$ cat src/rtl/snickerbits.sv
// Single-block SHA-256 compression engine: takes a context, reads one 64-byte
// block from a 32-bit memory, runs 64 rounds and returns the updated state.
package sha256_pkg;
  typedef struct packed {
    logic [63:0]  length;
    logic [255:0] state;
    logic [31:0]  curlen;
    logic [511:0] buffer;
  } ShaContext;

  localparam logic [31:0] K [64] = '{
    32'h428a2f98, 32'h71374491, 32'hb5c0fbcf, 32'he9b5dba5, 32'h3956c25b, 32'h59f111f1, 32'h923f82a4, 32'hab1c5ed5,
    32'hd807aa98, 32'h12835b01, 32'h243185be, 32'h550c7dc3, 32'h72be5d74, 32'h80deb1fe, 32'h9bdc06a7, 32'hc19bf174,
    32'he49b69c1, 32'hefbe4786, 32'h0fc19dc6, 32'h240ca1cc, 32'h2de92c6f, 32'h4a7484aa, 32'h5cb0a9dc, 32'h76f988da,
    32'h983e5152, 32'ha831c66d, 32'hb00327c8, 32'hbf597fc7, 32'hc6e00bf3, 32'hd5a79147, 32'h06ca6351, 32'h14292967,
    32'h27b70a85, 32'h2e1b2138, 32'h4d2c6dfc, 32'h53380d13, 32'h650a7354, 32'h766a0abb, 32'h81c2c92e, 32'h92722c85,
    32'ha2bfe8a1, 32'ha81a664b, 32'hc24b8b70, 32'hc76c51a3, 32'hd192e819, 32'hd6990624, 32'hf40e3585, 32'h106aa070,
    32'h19a4c116, 32'h1e376c08, 32'h2748774c, 32'h34b0bcb5, 32'h391c0cb3, 32'h4ed8aa4a, 32'h5b9cca4f, 32'h682e6ff3,
    32'h748f82ee, 32'h78a5636f, 32'h84c87814, 32'h8cc70208, 32'h90befffa, 32'ha4506ceb, 32'hbef9a3f7, 32'hc67178f2
  };

  function automatic logic [31:0] rotr(input logic [31:0] x, input int n);
    return (x >> n) | (x << (32 - n));
  endfunction

  function automatic logic [31:0] big_sigma0(input logic [31:0] x);
    return rotr(x, 2) ^ rotr(x, 13) ^ rotr(x, 22);
  endfunction

  function automatic logic [31:0] big_sigma1(input logic [31:0] x);
    return rotr(x, 6) ^ rotr(x, 11) ^ rotr(x, 25);
  endfunction

  function automatic logic [31:0] small_sigma0(input logic [31:0] x);
    return rotr(x, 7) ^ rotr(x, 18) ^ (x >> 3);
  endfunction

  function automatic logic [31:0] small_sigma1(input logic [31:0] x);
    return rotr(x, 17) ^ rotr(x, 19) ^ (x >> 10);
  endfunction
endpackage

// Handshakes: a transfer happens on a rising clk_axi edge where both vld and rdy
// are high; a vld, once raised, holds its payload stable until that edge.
module snickerbits #(
  parameter int MEM_AW = 32,
  parameter int ROUNDS = 64
) (
  input  logic                  clk_axi,
  input  logic                  rst,
  output logic                  led,
  output logic                  ctx_rdy,
  input  logic                  ctx_vld,
  input  sha256_pkg::ShaContext ctx,
  output logic                  mem_addr_vld,
  output logic [MEM_AW-1:0]     mem_addr,
  input  logic                  mem_data_vld,
  input  logic [31:0]           mem_data,
  input  logic                  hash_rdy,
  output logic                  hash_vld,
  output logic [255:0]          hash
);
  import sha256_pkg::*;

  typedef enum logic [2:0] {S_IDLE, S_FETCH, S_WAIT, S_ROUNDS, S_FINAL, S_OUT} state_t;
  state_t state, state_next;

  logic [31:0] hreg [8];
  logic [31:0] wv [8];
  logic [31:0] win [16];
  logic [3:0]  req_cnt;
  logic [4:0]  wcnt;
  logic [5:0]  rnd;
  logic [31:0] t1, t2, w_next;
  logic        capture;
  logic        unused_ctx;

  assign unused_ctx   = ^{ctx.length[63:35], ctx.length[2:0], ctx.curlen, ctx.buffer};
  assign ctx_rdy      = (state == S_IDLE) && !rst;
  assign mem_addr_vld = (state == S_FETCH);
  assign hash_vld     = (state == S_OUT);
  assign capture      = ((state == S_FETCH) || (state == S_WAIT)) && mem_data_vld && (wcnt < 5'd16);

  // win[0] is always W[t]; each round appends W[t+16] at the top of the window.
  always_comb begin
    t1     = wv[7] + big_sigma1(wv[4]) + ((wv[4] & wv[5]) ^ (~wv[4] & wv[6])) + K[rnd] + win[0];
    t2     = big_sigma0(wv[0]) + ((wv[0] & wv[1]) ^ (wv[0] & wv[2]) ^ (wv[1] & wv[2]));
    w_next = small_sigma1(win[14]) + win[9] + small_sigma0(win[1]) + win[0];
  end

  always_ff @(posedge clk_axi) begin
    if (rst) state <= S_IDLE;
    else     state <= state_next;
  end

  always_comb begin
    state_next = state;
    case (state)
      S_IDLE:   if (ctx_vld) state_next = S_FETCH;
      S_FETCH:  if (req_cnt == 4'd15) state_next = S_WAIT;
      S_WAIT:   if (wcnt == 5'd16 || (capture && wcnt == 5'd15)) state_next = S_ROUNDS;
      S_ROUNDS: if (rnd == 6'(ROUNDS - 1)) state_next = S_FINAL;
      S_FINAL:  state_next = S_OUT;
      S_OUT:    if (hash_rdy) state_next = S_IDLE;
      default:  state_next = S_IDLE;
    endcase
  end

  always_ff @(posedge clk_axi) begin
    if (rst) begin
      led      <= 1'b0;
      mem_addr <= '0;
      hash     <= '0;
      req_cnt  <= '0;
      wcnt     <= '0;
      rnd      <= '0;
      for (int i = 0; i < 8; i++) begin
        hreg[i] <= '0;
        wv[i]   <= '0;
      end
    end else begin
      if (capture) begin
        win[wcnt[3:0]] <= mem_data;
        wcnt           <= wcnt + 5'd1;
      end
      case (state)
        S_IDLE: if (ctx_vld) begin
          // length counts bits already hashed, so the block starts at length/8
          mem_addr <= MEM_AW'(ctx.length[34:3]);
          req_cnt  <= '0;
          wcnt     <= '0;
          rnd      <= '0;
          for (int i = 0; i < 8; i++) begin
            hreg[i] <= ctx.state[32*(7-i) +: 32];
            wv[i]   <= ctx.state[32*(7-i) +: 32];
          end
        end
        S_FETCH: begin
          mem_addr <= mem_addr + MEM_AW'(4);
          req_cnt  <= req_cnt + 4'd1;
        end
        S_ROUNDS: begin
          wv[0] <= t1 + t2;
          wv[1] <= wv[0];
          wv[2] <= wv[1];
          wv[3] <= wv[2];
          wv[4] <= wv[3] + t1;
          wv[5] <= wv[4];
          wv[6] <= wv[5];
          wv[7] <= wv[6];
          for (int i = 0; i < 15; i++) win[i] <= win[i+1];
          win[15] <= w_next;
          rnd     <= rnd + 6'd1;
        end
        S_FINAL: begin
          for (int i = 0; i < 8; i++) begin
            hreg[i]             <= hreg[i] + wv[i];
            hash[32*(7-i) +: 32] <= hreg[i] + wv[i];
          end
        end
        S_OUT: if (hash_rdy) led <= ~led;
        default: ;
      endcase
    end
  end
endmodule

$ cat config.mk
export PLATFORM = sky130hd
export DESIGN_NAME = snickerbits
export DESIGN_NICKNAME = d
export VERILOG_FILES = /design/src/rtl/snickerbits.sv
export SDC_FILE = /design/constraint.sdc
export NUM_CORES = 2
export LEC_CHECK = 0
export CORE_AREA = 5 5 466 468
export DETAILED_ROUTE_END_ITERATION = 10
export DIE_AREA = 0 0 471 473
export GPL_TIMING_DRIVEN = 1
export PLACE_DENSITY = 0.63
export SYNTH_ARGS = -nofsm -noshare
export SYNTH_HDL_FRONTEND = slang
export SYNTH_SLANG_ARGS = --single-unit
$ cat constraint.sdc
create_clock -name clk_axi -period 11.42 [get_ports clk_axi]
set_input_delay 2.284 -clock clk_axi [delete_from_list [all_inputs] [get_ports clk_axi]]
set_output_delay 2.284 -clock clk_axi [all_outputs]
set_load 0.01 [all_outputs]
==> impl_results.md <==
* Count of buffer and inverter cells on the critical path at 10
* Largest net degree at the start of global routing at 237
* Internal power at 0.0131 W
* Number of global-route vias before repair at 63.4k
* Post-CTS Setup Repair Bufs at 0
* Synthesized area at 79,700 sq um
* Post-CTS Hold Buffers at 0
* Startpoint Class: flip-flop
* Layout cell share with drive strength beyond 1 at 5.50%
* Dominant synthesized flop cell: edfxtp_1
* Die Footprint at 223,000 sq um
* Later-pin clock latency in the skew report at 0.86 ns
* Number of port buffers at 616
* Maximum vdd drop at 440 uV
* Nets at 10.3k
* Comb power frac at 53.1%
* Crit path time final at 10.11 ns
* CP Max Fanout at 12
* Overflow after GRT at 0
* DIE HEIGHT at 473 microns
* Max clock buf depth at 3
* DR iter-0 viols at 8,470
* Drt total wl at 344,000 microns
* # Max-Cap Violations at 0
* Avg Inst Size Synth at 9.61 sq um
* Flops & latches, synth at 1,331
* Final Hold Fails at 0
* Clk pwr share at 22.6%
* Die Wd at 471 microns
* Status: completed
* Unique masters post-synth at 106
* FP Rows at 170
* Crit path largest cell delay at 0.56 ns
* Post-DRT Antenna Nets at 0
* CP endpoint kind: flip-flop
* Ports at 1,193
* Final setup fails at 0
* CP delay by family, top: adder cells
* CTS Sinks at 1,331
* Slew HR at 17.2%
* Dpl hpwl at 265,000 microns
* Crit share post-route at 88.5%
* Leakage at 38.8 nW
* Area leader, netlist: edfxtp_1
* Count of warnings emitted by yosys at 0
* Wire length per cell at 29.2 microns
* Max-slew violations at 0
* Most frequent CP cell: inv_1
* Worst path arrival time at 10.68 ns
* Vias/cell at 5.74
* First-pass GRT wire length at 479,000 microns
* Core area at 213,000 sq um
* P_sw at 0.0101 W
* Fillers at 20.4k
* TritonCTS Buffers at 152
* Switching Fraction at 43.5%
* Kind of critical path: flip-flop to flip-flop
* Clock-pin slew on the worst setup and hold paths at 0.06 ns
* Hold Crit Class: flip-flop to flip-flop
* Synth top area share at 38.6%
* Setup TNS at 0 ns
* Layout Skew at 0.0647 ns
* Top cells by area, synth: edfxtp_1 39%, nand2_1 10%, dfxtp_1 7.7%
* Number of detailed-route iterations in the first pass at 6
* CTS tree: done
* Post-CTS sizing at 0
* Post-synthesis sequential area ratio at 46.3%
* Min Hold Slack at 0.444 ns
* GPL Wtd Cong at 0.995
* H-tree levels at 4
* DRC violations left at 0
* CTS root buf: clkbuf_16
* Area grow syn2layout at 18.4%
* Unrepaired setup endpoints after global routing: no
* Fmax at 0.0989 GHz
* GRT Resource Usage Total at 29.8%
* Mapped Nets at 9,789
* Vias at 67.6k
* Worst slew pin tran at 1.24 ns
* Slowest CP cell: fa_1
* Pwr Density at 245 nW/um^2
* Cells after synthesis at 8,296
* Antenna violations before repair at 70
* Post-synth EDFFs at 1,024
* Ys async rst share at 0%
* Worst EP required at 12.00 ns
* Flop pwr share at 24.3%
* Starting Density at 37.4%
## metrics by stage
step	utilization, %	worst slack (ns)	area [sq um]	cells	power [W]
6_report	44.3	1.31	94400	11800	0.0232
3_3_place_gp	41.8	1.52	89100	11500	0.0176
4_1_cts	44.3	1.52	94400	11700	0.0229
3_5_place_dp	41.8	1.56	89100	11500	0.0176
5_1_grt	44.3	0.885	94400	11700	0.0244
2_1_floorplan	-	3.08	79700	8296	0.0128
## Yosys cell counts (19+ instances only)
cell / instances
nand2_1: 2124
edfxtp_1: 1024
a21oi_1: 536
o21ai_0: 442
xnor2_1: 420
ha_1: 397
clkbuf_1: 374
inv_1: 371
nor2_1: 336
a21o_1: 310
dfxtp_1: 307
fa_1: 195
a22o_1: 165
xor2_1: 154
nand3_1: 98
nor3_1: 80
a211oi_1: 69
a31oi_1: 59
nand2b_1: 57
o21a_1: 52
buf_1: 50
nor2b_1: 45
o21bai_1: 45
nand4_1: 39
o31ai_1: 39
and3_1: 33
mux2i_1: 32
o211ai_1: 32
or3_1: 32
and2_1: 24
mux2_2: 23
a221oi_1: 19
## worst min-delay path, delay by kind of cell, from the launching register on
| kind | cells | cell delay [ns] |
|---|---|---|
| and+or+nand+nor | 2 | 0.09 |
| DFF | 1 | 0.31 |
## state kept, by name (all words and copies together), names as in the netlist
signal    flops
state         3
hash        256
req_cnt       4
win         512
wcnt          5
mem_addr     32
rnd           6
wv          256
hreg        256
led           1
## worst paths after layout
kind                 start   endpoint  slack (ns)  cells past startpoint
setup reg to reg    rnd[0]  wv[0][31]        1.31                     36
hold reg to reg   hash[43]   hash[43]        0.44                      2
hold / removal    hash[43]   hash[43]        0.44                      2
setup / recovery    rnd[0]  wv[0][31]        1.31                     36
## area by class of cell
cell class	count	area [sq um]	share of cell area, %
flip-flops and latches	1331	36900	39.1
repair buffers	761	7320	7.75
well taps	2838	3550	3.76
clock buffers	202	4300	4.55
inverters	374	1400	1.49
multi-input cells	6159	39900	42.2
clock inverters	82	1010	1.07
diodes	24	60.1	0.0636
## power by group through the flow
stage	clock network, W	logic [W]	registers [W]
3_5_place_dp	0	0.0119	0.00572
6_report	0.00524	0.0123	0.00563
5_1_grt	0.00550	0.0132	0.00563
3_3_place_gp	0	0.0119	0.00572
2_1_floorplan	0	0.00716	0.00559
4_1_cts	0.00529	0.0120	0.00562
## layout by cell type, fill, tap and decap left out, types with 69 or more instances in the layout
master	count
a211oi_1	69
a21o_1	310
a21oi_1	536
a22o_1	165
buf_4	140
clkbuf_16	160
clkdlybuf4s50_1	615
dfxtp_1	304
edfxtp_1	1024
fa_1	195
ha_1	397
inv_1	371
nand2_1	2106
nand3_1	98
nor2_1	332
nor3_1	80
o21ai_0	442
xnor2_1	420
xor2_1	154
## logic make-up (layout without fill, tap and decap cells)
logic type	count (synthesis)	in the layout	synth area share, %
other	0	24	0
buffers and inverters	806	1419	3.87
XOR/XNOR	576	576	6.36
AND/OR/NAND/NOR	2939	2939	15.2
multiplexers	59	59	0.839
AO/OA/AOI/OAI	1988	1988	16.3
flip-flops	1331	1331	46.3
adder cells (fa/ha/maj)	597	597	11.2
## routing by layer
| metal | up-vias | share of wire, % | global-route usage, % |
|---|---|---|---|
| met2 | 3782 | 40 | 41.6 |
| met3 | 497 | 12 | 9.02 |
| met5 | - | 0.071 | 0 |
| li1 | 30100 | - | - |
| met4 | 40 | 4.4 | 11.2 |
| met1 | 33200 | 44 | 43.1 |
Power figures use the tool's default switching activity.
